==> config.mk <==
export PLATFORM = sky130hd
export DESIGN_NAME = fifo_stream_reader
export DESIGN_NICKNAME = d
export VERILOG_FILES = /design/src/rtl/fifo_stream_reader.sv
export SDC_FILE = /design/constraint.sdc
export NUM_CORES = 1
export LEC_CHECK = 0
export CORE_MARGIN = 4
export CORE_UTILIZATION = 35
export DETAILED_ROUTE_END_ITERATION = 12
export PLACE_DENSITY = 0.65
export SLEW_MARGIN = 20
export SYNTH_ARGS = -nofsm -noshare
export SYNTH_HDL_FRONTEND = slang
export SYNTH_SLANG_ARGS = --single-unit
==> constraint.sdc <==
create_clock -name clk -period 3.3 [get_ports clk]
set_input_delay 0.66 -clock clk [delete_from_list [all_inputs] [get_ports clk]]
set_output_delay 0.66 -clock clk [all_outputs]
set_load 0.02 [all_outputs]
==> src/rtl/fifo_stream_reader.sv <==
// fifo_stream_reader: prefetching read adapter turning a 1-cycle-latency FIFO read port into a valid/ready stream
module fifo_stream_reader #(
  parameter int DWIDTH = 16
) (
  input  logic              clk,
  input  logic              rst,
  input  logic              flush,
  input  logic              fifo_empty,
  output logic              fifo_rd_en,
  input  logic [DWIDTH-1:0] fifo_rd_data,
  output logic              m_valid,
  input  logic              m_ready,
  output logic [DWIDTH-1:0] m_data,
  output logic [1:0]        level
);
  logic [DWIDTH-1:0] mem [3];
  logic [1:0] occ, head, tail;
  logic inflight, capture, transfer;
  function automatic logic [1:0] wrap_inc(input logic [1:0] p);
    return (p == 2'd2) ? 2'd0 : p + 2'd1;
  endfunction
  // Issue depends only on registered state, so m_ready never reaches fifo_rd_en combinationally.
  always_comb begin
    fifo_rd_en = !rst && !flush && !fifo_empty && (({1'b0, occ} + {2'b0, inflight}) <= 3'd2);
    m_valid    = occ != 2'd0;
    m_data     = mem[head];
    capture    = inflight && !flush;
    transfer   = m_valid && m_ready;
    level      = occ;
  end
  always_ff @(posedge clk) begin
    if (rst) begin
      occ      <= '0;
      inflight <= 1'b0;
      head     <= '0;
      tail     <= '0;
      for (int i = 0; i < 3; i++) mem[i] <= '0;
    end else if (flush) begin
      occ      <= '0;
      inflight <= 1'b0;
      head     <= '0;
      tail     <= '0;
    end else begin
      inflight <= fifo_rd_en;
      occ      <= occ + 2'(capture) - 2'(transfer);
      if (capture) begin
        mem[tail] <= fifo_rd_data;
        tail      <= wrap_inc(tail);
      end
      if (transfer) head <= wrap_inc(head);
    end
  end
endmodule
Word level (Yosys, flattened, before mapping)
Memories as Yosys holds them, arrays and structs flattened. A register that Yosys moved wholly into a read port is not among the register bits.
Index checks and enable logic that the tools add are counted.
{"block": "totals", "word_cells": 37, "mem_count": 1, "ff_bits": 7, "ram_bits": 48}
{"block": "classes", "reduce_logical": 11, "addsub": 5, "n_mux": 13, "order_cmp": 1, "eq_ne": 2}
{"memory": "mem", "depth": 3, "width": 16, "rd": 1, "rd_ports_with_merged_regs": 1, "wr": 3, "line": "16", "text": "logic [DWIDTH-1:0] mem [3];"}
{"cell": "$mux 16", "count": 1}
{"cell": "$reduce_or 16->1", "count": 1}
{"cell": "$mux 2", "count": 5}
{"cell": "$mux 1", "count": 7}
{"cell": "$logic_and 1x1->1", "count": 5}
{"cell": "$add 2x1->2 const B", "count": 2}
{"cell": "$eq 2x2->1 const B", "count": 2}
{"cell": "$add 2x1->3", "count": 1}
{"cell": "$le 3x2->1 const B", "count": 1}
{"cell": "$logic_not 1->1", "count": 3}
{"cell": "$add 2x1->2", "count": 1}
{"cell": "$reduce_bool 2->1", "count": 1}
{"cell": "$reduce_or 2->1", "count": 1}
{"cell": "$sub 2x1->2", "count": 1}

Depth between registers and ports, before layout
Gate-level depths: netlist of the first run.
{"block": "logic_depth", "ltp_word": 8, "depth_mapped": 6, "ltp_nobuf": 6}

Worst setup path after synthesis of the first run
Ideal clock, no wire load.
{"block": "synth_timing", "kind": "in2out", "startpoint": "input flush", "endpoint": "output fifo_rd_en", "t_arrival_ps": 1596, "required_ps": 2640, "stages": 3, "setup_slack_ps": 1044, "cell_sequence": "or2_2 -> clkbuf_1 -> nor3_1"}
{"block": "synth_between", "elab_chain_cells": 4}
{"item": "start: declaration", "line": "7", "text": "input logic flush,"}
{"item": "$logic_not 1->1", "line": "24", "text": "fifo_rd_en = !rst && !flush && !fifo_empty && (({1'b0, occ} + {2'b0, inflight}) <= 3'd2);"}
{"item": "$logic_and 1x1->1 (3 in a row)", "line": "24"}
{"item": "end: declaration", "line": "9", "text": "output logic fifo_rd_en,"}
Every way passes these cells.

Final worst setup path of the first run
{"block": "layout_timing", "startpoint": "input rst", "endpoint": "output fifo_rd_en"}
{"block": "layout_between", "elab_chain_cells": 4}
{"item": "start: declaration", "line": "6", "text": "input logic rst,"}
{"item": "$logic_not 1->1", "line": "24"}
{"item": "$logic_and 1x1->1 (3 in a row)", "line": "24"}
Every way passes these cells.

==> results of run 1 <==
## cell type report
cell class,count,area [sq um],area share [%]
Multi-Input combinational cell,105,955,24.6
Tap cell,108,135,3.48
Clock inverter,6,108,2.77
Clock buffer,9,124,3.19
Sequential cell,73,2100,54.1
Inverter,3,11.3,0.290
Timing Repair Buffer,47,453,11.7
## layer usage
| metal | vias up | routed length, um |
|---|---|---|
| met4 | 0 | 113 |
| li1 | 798 | - |
| met3 | 10 | 389 |
| met5 | - | 0 |
| met1 | 792 | 2420 |
| met2 | 50 | 2750 |
## cell usage in the layout, fill, tap and decap left out
cell type,instances
clkbuf_8,9
or3_1,2
xnor2_1,1
nor2b_1,2
nor3b_4,1
mux4_2,16
a21o_1,2
bufinv_16,3
and2_1,48
dfxtp_1,9
nor3_4,1
or2_2,2
clkinvlp_4,1
clkdlybuf4s50_1,40
a21oi_1,6
buf_4,7
clkinv_2,2
xor2_1,1
or3b_4,1
mux2i_1,2
o21ai_0,1
or2_1,1
edfxtp_1,64
nor3_1,2
nand2_1,3
o21ai_1,1
or3b_2,1
ha_1,4
nor2b_2,1
nor2_1,6
inv_1,3
## critical path: cells and delay by family
kind | cells | cell delay (ns)
and+or+nand+nor | 2 | 0.55
buffers and inverters | 2 | 1.09
## power breakdown
part | total (mW) | switching (mW) | internal (mW)
Sequential | 1.03 | 0.00755 | 1.03
Clock | 0.804 | 0.309 | 0.495
Combinational | 0.113 | 0.0533 | 0.0602
Total | 1.95 | 0.370 | 1.58
## state kept, by name (all words and copies together) (netlist names), named ones only
| register | flops |
|---|---|
| tail | 2 |
| head | 2 |
| level | 2 |
| inflight | 1 |
| mem | 64 |
## cells by family (layout without fill, tap and decap cells)
group | count (synthesis) | count (layout) | synth area share, %
AND/OR/NAND/NOR | 71 | 71 | 14.5
multiplexers | 18 | 18 | 12.2
buffers and inverters | 11 | 65 | 1.73
XOR/XNOR | 2 | 2 | 0.563
AO/OA/AOI/OAI | 10 | 10 | 1.77
flip-flops | 73 | 73 | 67.6
adder cells (fa/ha/maj) | 4 | 4 | 1.61
## how the worst min path moves through the flow
stage | from | endpoint | cells past startpoint
global route | head[1]$_SDFFE_PP0P_ | head[1]$_SDFFE_PP0P_ | 2
CTS | head[1]$_SDFFE_PP0P_ | head[1]$_SDFFE_PP0P_ | 2
finish | head[1]$_SDFFE_PP0P_ | head[1]$_SDFFE_PP0P_ | 2
floorplan | head[1]$_SDFFE_PP0P_ | register | 2
detailed placement | head[1]$_SDFFE_PP0P_ | head[1]$_SDFFE_PP0P_ | 2
global placement | head[1]$_SDFFE_PP0P_ | head[1]$_SDFFE_PP0P_ | 2
## metrics by stage
stage / setup WS [ns] / area (sq um) / std cells / hold slack [ns]
CTS: 0.323 / 3890 / 351 / 0.504
detailed placement: 0.343 / 3660 / 336 / 0.495
floorplan: 1.04 / 3110 / 189 / 0.463
finish: 0.330 / 3890 / 351 / 0.504
global route: 0.245 / 3890 / 351 / 0.538
global placement: 0.350 / 3660 / 336 / 0.471
==> impl_metrics.py, run 1 <==
metrics = {
    "floorplanning": {
        "start_util_pct": 35.8,
        "rows": 34,
        "core_region_area_sq_um": 8680,
        "ios": 41,
        "die_area_sq_um": 10500,
        "dieWidth_um": 102,
        "chipHeight_um": 102,
    },
    "grt": {
        "grt_use_met3_pct": 3.55,
        "grt_pass1_wl_um": 9020,
        "gr-max-usage-layer": "met2",
        "overflow": 0,
        "antenna_found_initial": 0,
        "use_met2_pct": 19.2,
        "grtUsageTotal_pct": 12.0,
        "grtUsageMet1_pct": 14.9,
        "grt_pass1_vias": 1717,
        "grt_max_degree": 17,
    },
    "yosys": {
        "synth_cell_types": 28,
        "netlist_area_sq_um": 3110,
        "synth_seq_cells": 73,
        "yosys.cell_count.top_type": "edfxtp_1",
        "synth_nets": 214,
        "netlist_instances": 189,
        "synth_top_cells_by_area": "edfxtp_1 62%, mux4_2 12%, and2_1 9.7%",
        "synth_top_area_share_pct": 61.8,
        "synth_top_area_cell": "edfxtp_1",
        "synthArstFlopShare_pct": 0,
        "ys_seq_area_share_pct": 67.6,
        "synth_edf_count": 64,
        "ys.warnings.count": 0,
        "synth_ff_type": "edfxtp_1",
        "syn_area_per_cell_sq_um": 16.5,
        "ys_top_cells_by_count": "64 x edfxtp_1, 48 x and2_1, 16 x mux4_2, 9 x dfxtp_1",
    },
    "critical_path": {
        "crit_fanout": 10,
        "cpMaxStageDelayCell": "clkdlybuf4s50_1",
        "crit_required_ns": 2.64,
        "crit_type": "input pin to output port",
        "reg2reg_slack_ns": 1.43,
        "endpoint_kind": "output port",
        "critPathMaxStageDelay_ns": 0.63,
        "critPathLaunchType": "input pin",
        "r2r-end": "mem[1][10]$_SDFFCE_PN0P_",
        "rr_startpoint": "inflight$_SDFF_PP0_",
        "crit_path_start": "rst",
        "path_cells": "clkdlybuf4s50_1 > or2_2 > nor3_1 > clkdlybuf4s50_1",
        "cpMostUsedCell": "clkdlybuf4s50_1",
        "endpoint": "fifo_rd_en",
        "reg2regPathDepth": 3,
        "crit_arrival_ns": 2.31,
    },
    "drt": {
        "dr.first_iter.drc_count": 73,
        "drtPass1Iterations": 4,
        "ant_nets": 0,
        "drc": 0,
        "routed_via_density": 4.70,
        "via_count": 1650,
        "wl_um": 5670,
        "wl_per_cell_um": 16.2,
    },
    "final_layout": {
        "area_growth_pct": 25.0,
        "fill_cells": 801,
        "diodes": 0,
        "finish.utilization_pct": 44.8,
        "fin_nets": 264,
        "drive_above_1_share_pct": 18.5,
    },
    "timing": {
        "tightest_slew_ns": 0.670,
        "final.setup.tns_ns": 0,
        "min_period_ns": 2.97,
        "clock.fmax_ghz": 0.337,
        "slew-limit-headroom_pct": 55.2,
        "finalCritPeriodShare_pct": 90.0,
        "rsz0062_at_grt": "false",
        "setup_viol": 0,
        "finalHoldViolCount": 0,
        "finClkSkew_ns": 0.00941,
        "slew_violations": 0,
    },
    "placed_design": {
        "port_buffers": 40,
        "hpwl_um": 3530,
        "place_congestion": 0.735,
    },
    "power": {
        "design_power_total_mw": 1.95,
        "peakVddDrop_v": 0.000240,
        "leakage_nw": 1.36,
        "powerDensity_nw_per_um2": 502,
    },
    "clock_network": {
        "worst_skew_pair.late_latency_ns": 0.34,
        "cts_buffer_depth": 2,
        "post-cts-setup-buffers": 0,
        "cts_buffers": 9,
        "cts_hold_buf": 0,
        "cts-htree-levels": 3,
        "clkTransAtPathRegs_ns": 0.07,
        "cts-root-buf": "clkbuf_8",
        "cts_tree": "built",
        "cts_sinks": 73,
        "cts.repair.resized": 0,
    },
    "run": {
        "drv_cap": 0,
    },
    "worst_hold_path": {
        "hold_class": "register to register",
    },
    "outcome": {
        "status": "finished clean",
    },
}
Note: power is estimated with default switching activity, not from simulation.
==> inputs of run 2 (changes only) <==
Settings changed: CTS_BUF_LIST from default to sky130_fd_sc_hd__clkbuf_16.
==> run 2 against run 1 <==
  * Die area did not move
  * Critical path depth did not move
  * Sequential power is essentially flat
  * Largest power group is now the clock network
==> impl_metrics.py, run 2 (synthesis gave the netlist of run 1 again) <==
metrics = {
    "outcome": {
        "status": "finished clean",
    },
    "floorplanning": {
        "die_area_sq_um": 10500,
        "dieWidth_um": 102,
        "ios": 41,
        "chipHeight_um": 102,
        "start_util_pct": 35.8,
        "rows": 34,
        "core_region_area_sq_um": 8680,
    },
    "critical_path": {
        "crit_arrival_ns": 2.31,
        "reg2reg_slack_ns": 1.43,
        "critPathLaunchType": "input pin",
        "crit_fanout": 10,
        "crit_required_ns": 2.64,
        "endpoint_kind": "output port",
        "crit_type": "input pin to output port",
    },
    "drt": {
        "wl_per_cell_um": 16.4,
        "dr.first_iter.drc_count": 87,
        "drc": 0,
        "routed_via_density": 4.73,
        "via_count": 1659,
        "drtPass1Iterations": 4,
        "ant_nets": 0,
        "wl_um": 5760,
    },
    "grt": {
        "grt_pass1_wl_um": 9090,
        "grt_pass1_vias": 1724,
        "grt_max_degree": 17,
        "overflow": 0,
        "antenna_found_initial": 0,
        "grtUsageTotal_pct": 12.3,
    },
    "clock_network": {
        "cts_buffer_depth": 2,
        "cts_buffers": 9,
        "cts_tree": "built",
        "cts-root-buf": "clkbuf_16",
        "cts_sinks": 73,
        "clkTransAtPathRegs_ns": 0.05,
        "cts.repair.resized": 0,
        "cts_hold_buf": 0,
        "cts-htree-levels": 3,
        "worst_skew_pair.late_latency_ns": 0.33,
        "post-cts-setup-buffers": 0,
    },
    "worst_hold_path": {
        "hold_class": "register to register",
    },
    "final_layout": {
        "final_cell_mix": "64 x edfxtp_1, 48 x and2_1, 40 x clkdlybuf4s50_1",
        "fill_cells": 789,
        "area_growth_pct": 28.2,
        "final_common_cell": "edfxtp_1",
        "regMostFlops": "mem",
        "largest_register_ffs": 64,
        "diodes": 0,
        "finish.utilization_pct": 46.0,
        "fin_nets": 264,
        "drive_above_1_share_pct": 18.5,
        "final_area_sq_um": 3990,
    },
    "power": {
        "intPower_mw": 1.82,
        "clkPwrFrac_pct": 48.4,
        "p_comb_share_pct": 5.1,
        "powerDensity_nw_per_um2": 558,
        "leakage_nw": 1.41,
        "peakVddDrop_v": 0.000233,
        "p_switching_uw": 408,
        "p_seq_share_pct": 46.5,
        "p_sw_share_pct": 18.3,
    },
    "placed_design": {
        "place_congestion": 0.735,
        "port_buffers": 40,
        "placed_cell_area_sq_um": 3660,
        "hpwl_um": 3530,
    },
    "timing": {
        "slew_violations": 0,
        "min_period_ns": 2.97,
        "tightest_slew_ns": 0.682,
        "rsz0062_at_grt": "false",
        "finalCritPeriodShare_pct": 90.0,
        "clock.fmax_ghz": 0.337,
        "finalHoldViolCount": 0,
        "final.setup.tns_ns": 0,
        "setup_viol": 0,
        "slew-limit-headroom_pct": 54.3,
        "finClkSkew_ns": 0.00545,
    },
    "run": {
        "drv_cap": 0,
    },
}
[run 2: worst max-delay path: stages]
cell	delay, ns
clkdlybuf4s50_1	0.46
or2_2	0.39
nor3_1	0.16
clkdlybuf4s50_1	0.63
[run 2: worst paths after layout]
kind	startpoint	endpoint	cells past startpoint
setup / recovery	rst	fifo_rd_en	4
hold / removal	head[1]$_SDFFE_PP0P_	head[1]$_SDFFE_PP0P_	2
setup reg to reg	inflight$_SDFF_PP0_	mem[1][10]$_SDFFCE_PN0P_	3
hold reg to reg	head[1]$_SDFFE_PP0P_	head[1]$_SDFFE_PP0P_	2
[run 2: power groups by stage]
stage | Combinational (mW) | Clock (mW) | Sequential (mW)
6_report | 0.113 | 1.08 | 1.03
5_1_grt | 0.123 | 1.14 | 1.04
4_1_cts | 0.116 | 1.09 | 1.03
3_5_place_dp | 0.115 | 0 | 1.05
3_3_place_gp | 0.115 | 0 | 1.05
2_1_floorplan | 0.0500 | 0 | 1.05
[run 2: area by class of cell]
class / instances / area, sq um / share of cell area [%]
Inverter: 3 / 11.3 / 0.282
Clock inverter: 6 / 108 / 2.70
Clock buffer: 9 / 225 / 5.65
Timing Repair Buffer: 47 / 453 / 11.4
Multi-Input combinational cell: 105 / 955 / 23.9
Sequential cell: 73 / 2100 / 52.7
Tap cell: 108 / 135 / 3.39
[run 2: metal layers]
layer | vias up | share of wire (%) | GRT usage [%]
met2 | 45 | 51 | 19.6
li1 | 801 | - | -
met5 | - | 0 | 0
met1 | 807 | 41 | 14.9
met4 | 0 | 1.1 | 5.75
met3 | 6 | 6.8 | 4.37
[run 2: metrics by stage]
stage	worst slack, ns	hold slack (ns)	power [mW]	std cells
2_1_floorplan	1.04	0.463	1.10	189
3_3_place_gp	0.350	0.471	1.17	336
6_report	0.328	0.500	2.22	351
5_1_grt	0.245	0.535	2.30	351
3_5_place_dp	0.343	0.495	1.17	336
4_1_cts	0.323	0.502	2.24	351
==> inputs of run 3 (changes only) <==
--- a/config.mk
+++ b/config.mk
@@ -7,2 +7,3 @@
 export LEC_CHECK = 0
+export ABC_AREA = 1
 export CORE_MARGIN = 4
@@ -10,2 +11,3 @@
 export CTS_BUF_LIST = sky130_fd_sc_hd__clkbuf_16
+export CTS_CLUSTER_SIZE = 12
 export DETAILED_ROUTE_END_ITERATION = 12
--- a/constraint.sdc
+++ b/constraint.sdc
@@ -3,2 +3,2 @@
 set_output_delay 0.66 -clock clk [all_outputs]
-set_load 0.02 [all_outputs]
+set_load 0.01 [all_outputs]
==> run 3 against run 2 <==
  * Sequential power about the same
  * Non-clock buffer count is 1 lower
  * Cell area is 0.16% lower
  * Worst hold slack improved by 0.025 ns
  * Count of clock-buffer cells in the layout did not move
  * Clock skew decreased by 0.0013 ns
  * Largest cell class unchanged
  * Largest power group is now sequential cells
==> impl_metrics.py, run 3 <==
metrics = {
    "drt": {
        "wl_per_cell_um": 14.8,
        "wl_um": 6680,
        "routed_via_density": 4.88,
        "ant_nets": 0,
        "drtPass1Iterations": 4,
        "via_count": 2205,
        "dr.first_iter.drc_count": 123,
        "drc": 0,
    },
    "yosys": {
        "syn_area_per_cell_sq_um": 10.9,
        "synth_nets": 318,
        "synth_edf_count": 64,
        "yosys.cell_count.top_type": "nor2_1",
        "ys.warnings.count": 0,
        "netlist_instances": 293,
        "synth_ff_type": "edfxtp_1",
        "synth_top_cells_by_area": "edfxtp_1 60%, nor2_1 10%, dfxtp_1 5.7%",
        "synth_top_area_cell": "edfxtp_1",
        "synth_cell_types": 24,
        "ys_top_cells_by_count": "85 x nor2_1, 64 x edfxtp_1, 31 x o21ai_0, 30 x inv_1, 16 x o22ai_1",
        "synth_seq_cells": 73,
        "synthArstFlopShare_pct": 0,
        "netlist_area_sq_um": 3180,
        "ys_seq_area_share_pct": 66.0,
        "synth_top_area_share_pct": 60.4,
    },
    "clock_network": {
        "cts.repair.resized": 0,
        "cts-root-buf": "clkbuf_16",
        "post-cts-setup-buffers": 0,
        "clkTransAtPathRegs_ns": 0.05,
        "cts-htree-levels": 3,
        "worst_skew_pair.late_latency_ns": 0.33,
        "cts_buffers": 9,
        "cts_sinks": 73,
        "cts_buffer_depth": 2,
        "cts_hold_buf": 0,
        "cts_tree": "built",
    },
    "grt": {
        "grt_pass1_wl_um": 11100,
        "use_met2_pct": 23.0,
        "grtUsageMet1_pct": 17.0,
        "grt_max_degree": 33,
        "overflow": 0,
        "grt_use_met3_pct": 5.03,
        "grtUsageTotal_pct": 13.9,
        "antenna_found_initial": 0,
        "gr-max-usage-layer": "met2",
        "grt_pass1_vias": 2327,
    },
    "timing": {
        "finalCritPeriodShare_pct": 86.0,
        "tightest_slew_ns": 0.524,
        "finalHoldViolCount": 0,
        "slew-limit-headroom_pct": 65.0,
        "final.setup.tns_ns": 0,
        "slew_violations": 0,
        "min_period_ns": 2.84,
        "rsz0062_at_grt": "false",
        "setup_viol": 0,
        "finClkSkew_ns": 0.00417,
        "clock.fmax_ghz": 0.353,
    },
    "worst_hold_path": {
        "hold_end": "tail[1]$_SDFFE_PP0P_",
        "hold_class": "register to register",
        "hold_depth": 2,
        "hp-start": "tail[1]$_SDFFE_PP0P_",
    },
    "final_layout": {
        "area_growth_pct": 25.1,
        "final_area_sq_um": 3980,
        "diodes": 0,
        "regMostFlops": "mem",
        "largest_register_ffs": 64,
        "finalNonFillerCells": 452,
        "final_common_cell": "nor2_1",
        "fin_nets": 364,
        "drive_above_1_share_pct": 11.0,
        "final_cell_mix": "85 x nor2_1, 64 x edfxtp_1, 40 x clkdlybuf4s50_1",
    },
    "critical_path": {
        "critPathMaxStageDelay_ns": 0.56,
        "rr_startpoint": "inflight$_SDFF_PP0_",
        "crit_arrival_ns": 2.18,
        "cpMostUsedCell": "clkdlybuf4s50_1",
        "critPathLaunchType": "input pin",
        "r2r-end": "mem[2][11]$_SDFFCE_PN0P_",
        "reg2regPathDepth": 5,
        "crit_fanout": 6,
        "cp_top_family": "buffers and inverters",
        "endpoint_kind": "output port",
        "cpMaxStageDelayCell": "clkdlybuf4s50_1",
        "reg2reg_slack_ns": 1.49,
        "cp_num_buf_inv": 3,
        "crit_required_ns": 2.64,
        "crit_type": "input pin to output port",
        "path_cells": "clkdlybuf4s50_1 > nor2_1 > inv_1 > nor3_1 > clkdlybuf4s50_1",
    },
    "outcome": {
        "status": "finished clean",
    },
    "power": {
        "peakVddDrop_v": 0.000231,
        "design_power_total_mw": 2.09,
        "powerDensity_nw_per_um2": 524,
        "leakage_nw": 1.54,
    },
    "floorplanning": {
        "core_region_area_sq_um": 8810,
        "chipHeight_um": 103,
        "ios": 41,
        "dieWidth_um": 103,
        "start_util_pct": 36.1,
        "rows": 34,
        "die_area_sq_um": 10700,
    },
    "placed_design": {
        "placed_cell_area_sq_um": 3690,
        "place_congestion": 0.773,
        "port_buffers": 40,
        "hpwl_um": 4200,
        "place_inst": 436,
    },
    "run": {
        "drv_cap": 0,
    },
}
## run 3: cell types whose count changed in the layout (fill, tap and decap cells not counted), sizes merged, moves of 6 or more
| cell | delta |
|---|---|
| nand2 | +13 |
| mux4 | -16 |
| o21ai | +31 |
| o22ai | +16 |
| inv | +31 |
| nor2 | +89 |
| nand3 | +6 |
| and2 | -48 |
## run 3: how the worst max path moves through the flow
stage          start                  end  slack [ns]  cells past startpoint
6_report       flush           fifo_rd_en        0.46                      5
3_3_place_gp   flush           fifo_rd_en        0.53                      5
5_1_grt        flush           fifo_rd_en        0.26                      5
3_5_place_dp   flush           fifo_rd_en        0.48                      5
2_1_floorplan  flush  mem[3][0]$_DFFE_PP_        0.50                      3
4_1_cts        flush           fifo_rd_en        0.45                      5
## run 3: layer usage
layer	wire length, um	vias up
met3	374	8
li1	-	1083
met5	0	-
met4	72	0
met1	2840	1047
met2	3390	67
## run 3: per-stage QoR
stage	hold WS [ns]	setup slack, ns	utilization [%]
CTS	0.529	0.452	45.2
global placement	0.513	0.530	42.0
floorplan	0.491	0.499	-
detailed placement	0.516	0.477	42.0
global route	0.554	0.259	45.2
finish	0.526	0.463	45.2
## run 3: cells by family after synthesis
group	Yosys count	synth area share (%)
compound gates	52	8.81
buf+inv	44	6.25
fa+ha+maj	4	1.57
flops	73	66.0
simple gates	120	17.3
## run 3: area by class of cell
cell class | count | area [sq um]
multi-input cells | 176 | 888
clock buffers | 9 | 225
flip-flops and latches | 73 | 2100
inverters | 33 | 124
well taps | 108 | 135
clock inverters | 7 | 62.6
fillers | 802 | 4820
repair buffers | 46 | 445
## run 3: tightest hold or removal path: stages (launching register included)
cell and delay (ns):
dfxtp_1 0.34, nand2_1 0.08, a21oi_1 0.06
## run 3: report_power, final
group | leakage [nW] | internal, mW | switching [mW]
clock network | 0.140 | 0.576 | 0.360
registers | 0.711 | 1.03 | 0.00660
logic | 0.686 | 0.0572 | 0.0609
==> RTL edit (flow settings as in run 1) <==
Reset style: asynchronous (`rst`), changed in one clocked block.
--- a/src/rtl/fifo_stream_reader.sv
+++ b/src/rtl/fifo_stream_reader.sv
@@ -29,5 +29,5 @@
     level      = occ;
   end
-  always_ff @(posedge clk) begin
+  always_ff @(posedge clk or posedge rst) begin
     if (rst) begin
       occ      <= '0;
Formal check against the unedited RTL: differs if rst is asserted again (counterexample within 4 cycles, from zero or initial values and one cycle with rst high); with rst held inactive, the same outputs for 4 cycles.
==> RTL edit against run 1 <==
Register-to-register slack improved by 0.24 ns. Routed wire length shrank 12%. Final cell count shrank 6.8%. Area after synthesis shrank 16%. Setup slack got worse by 0.041 ns. Sequential share of layout area decreased by 12 points. Count of clock-buffer cells in the layout decreased by 3. Sequential cell count down 18. Final area shrank 17%. Global-route usage rose by 0.22 points. Largest cell class unchanged. Highest routed layer unchanged.
Power is not compared: it rests on default switching activity, and its combinational part moved more than twofold at a synthesized area within 25%.
==> RTL edit: results (changes against run 1) <==
result of the run finished clean; TritonCTS Buffers 5 (-4); first-pass GRT wire length 8.22 mm (-8.8%); Post-CTS Setup Bufs 0 (unchanged); count of cell types in the netlist 27 (-3.6%); Synth Net Count 208 (-2.8%); drt wl/cell 15.3 um (-5.0%); XOR/XNOR Fraction of Synth Area 0.00861 (+0.00298); dpl cell area 3140 sq um (-14%); Worst Path Max Fanout 14 (+4); complex-gate fraction of the synthesized area 0.0660 (+0.0483); Placed Cells 319 (-5.1%); reg-to-reg endpoint mem[28]; Rel. slew slack 0.539 (-0.0126); slowest CP cell dfrtp_1; drt first pass iters 4 (unchanged); launch point of the critical path head[0]; FILL cells 695 (-13%); clock skew 0.00953 ns (+0.000118 ns); max reg flops 48 (-25%); Reg with most FFs mem; Via density 4.77 (+1.5%); worst reg-to-reg path cell count 2 (-1); pre-CTS WS 0.505 ns (+0.163 ns); largest net degree at the start of global routing 29 (+12); sequential fraction of the synthesis area 0.526 (-0.150); gr usage total 0.122 (+0.00218); cell types with the highest counts after synthesis dfrtp_1, mux2_2, mux2i_1; gpl congestion 0.717 (-2.5%); worst setup path end m_data[15]; net count reported at finish 253 (-4.2%); FF-to-FF Start tail[1]; layout cells sized above 1 0.320 (+0.135); crit-path max cell delay 0.80 ns (+0.17 ns); Max Freq 332 MHz (-1.4%); Critical Path AT 2.35 ns (+0.04 ns); detailed-placement wirelength estimate 3.48 mm (-1.3%); post-synthesis adder-cell area fraction 0.0239 (+0.00782); drt initial violations 16 (-78%); worst hold start mem[43]; Hold Slack 0.512 ns (+0.00812 ns); post-synthesis mux area share 0.279 (+0.157); peak supply drop ~0.00035 V; hold path depth 1 (-1); ys async rst share 1.00 (+1.00); drt total wl 5.02 mm (-12%); mean area per synthesized cell 14.4 sq um (-13%); number of global-route vias before repair 1,661 (-3.3%); flop-to-flop setup slack 1.67 ns (+0.24 ns)
==> RTL edit: cell types whose count changed after synthesis, sizes merged, moves of 4 or more <==
| cell | change |
|---|---|
| mux4 | -16 |
| dfxtp | -9 |
| mux2i | +15 |
| mux2 | +49 |
| dfrtp | +55 |
| and2 | -48 |
| o2bb2ai | +16 |
| nor2 | -5 |
| edfxtp | -64 |
| a21oi | -4 |
==> RTL edit: cell type report <==
cell class | count | area (sq um) | area share
clock buffer | 6 | 82.6 | 0.0255
clock inverter | 2 | 20.0 | 0.00618
inverter | 4 | 15.0 | 0.00463
multi-input combinational | 111 | 1140 | 0.350
sequential | 55 | 1380 | 0.425
tap | 99 | 124 | 0.0382
timing repair buffer | 50 | 488 | 0.151
==> RTL edit: layer usage <==
metal	GRT usage	wire (um)	up-vias	part of all wire
li1	-	-	747	-
met1	0.166	2510	771	0.50
met2	0.185	2190	35	0.44
met3	0.0335	241	7	0.048
met4	0.0469	81	0	0.016
met5	0	0	-	0
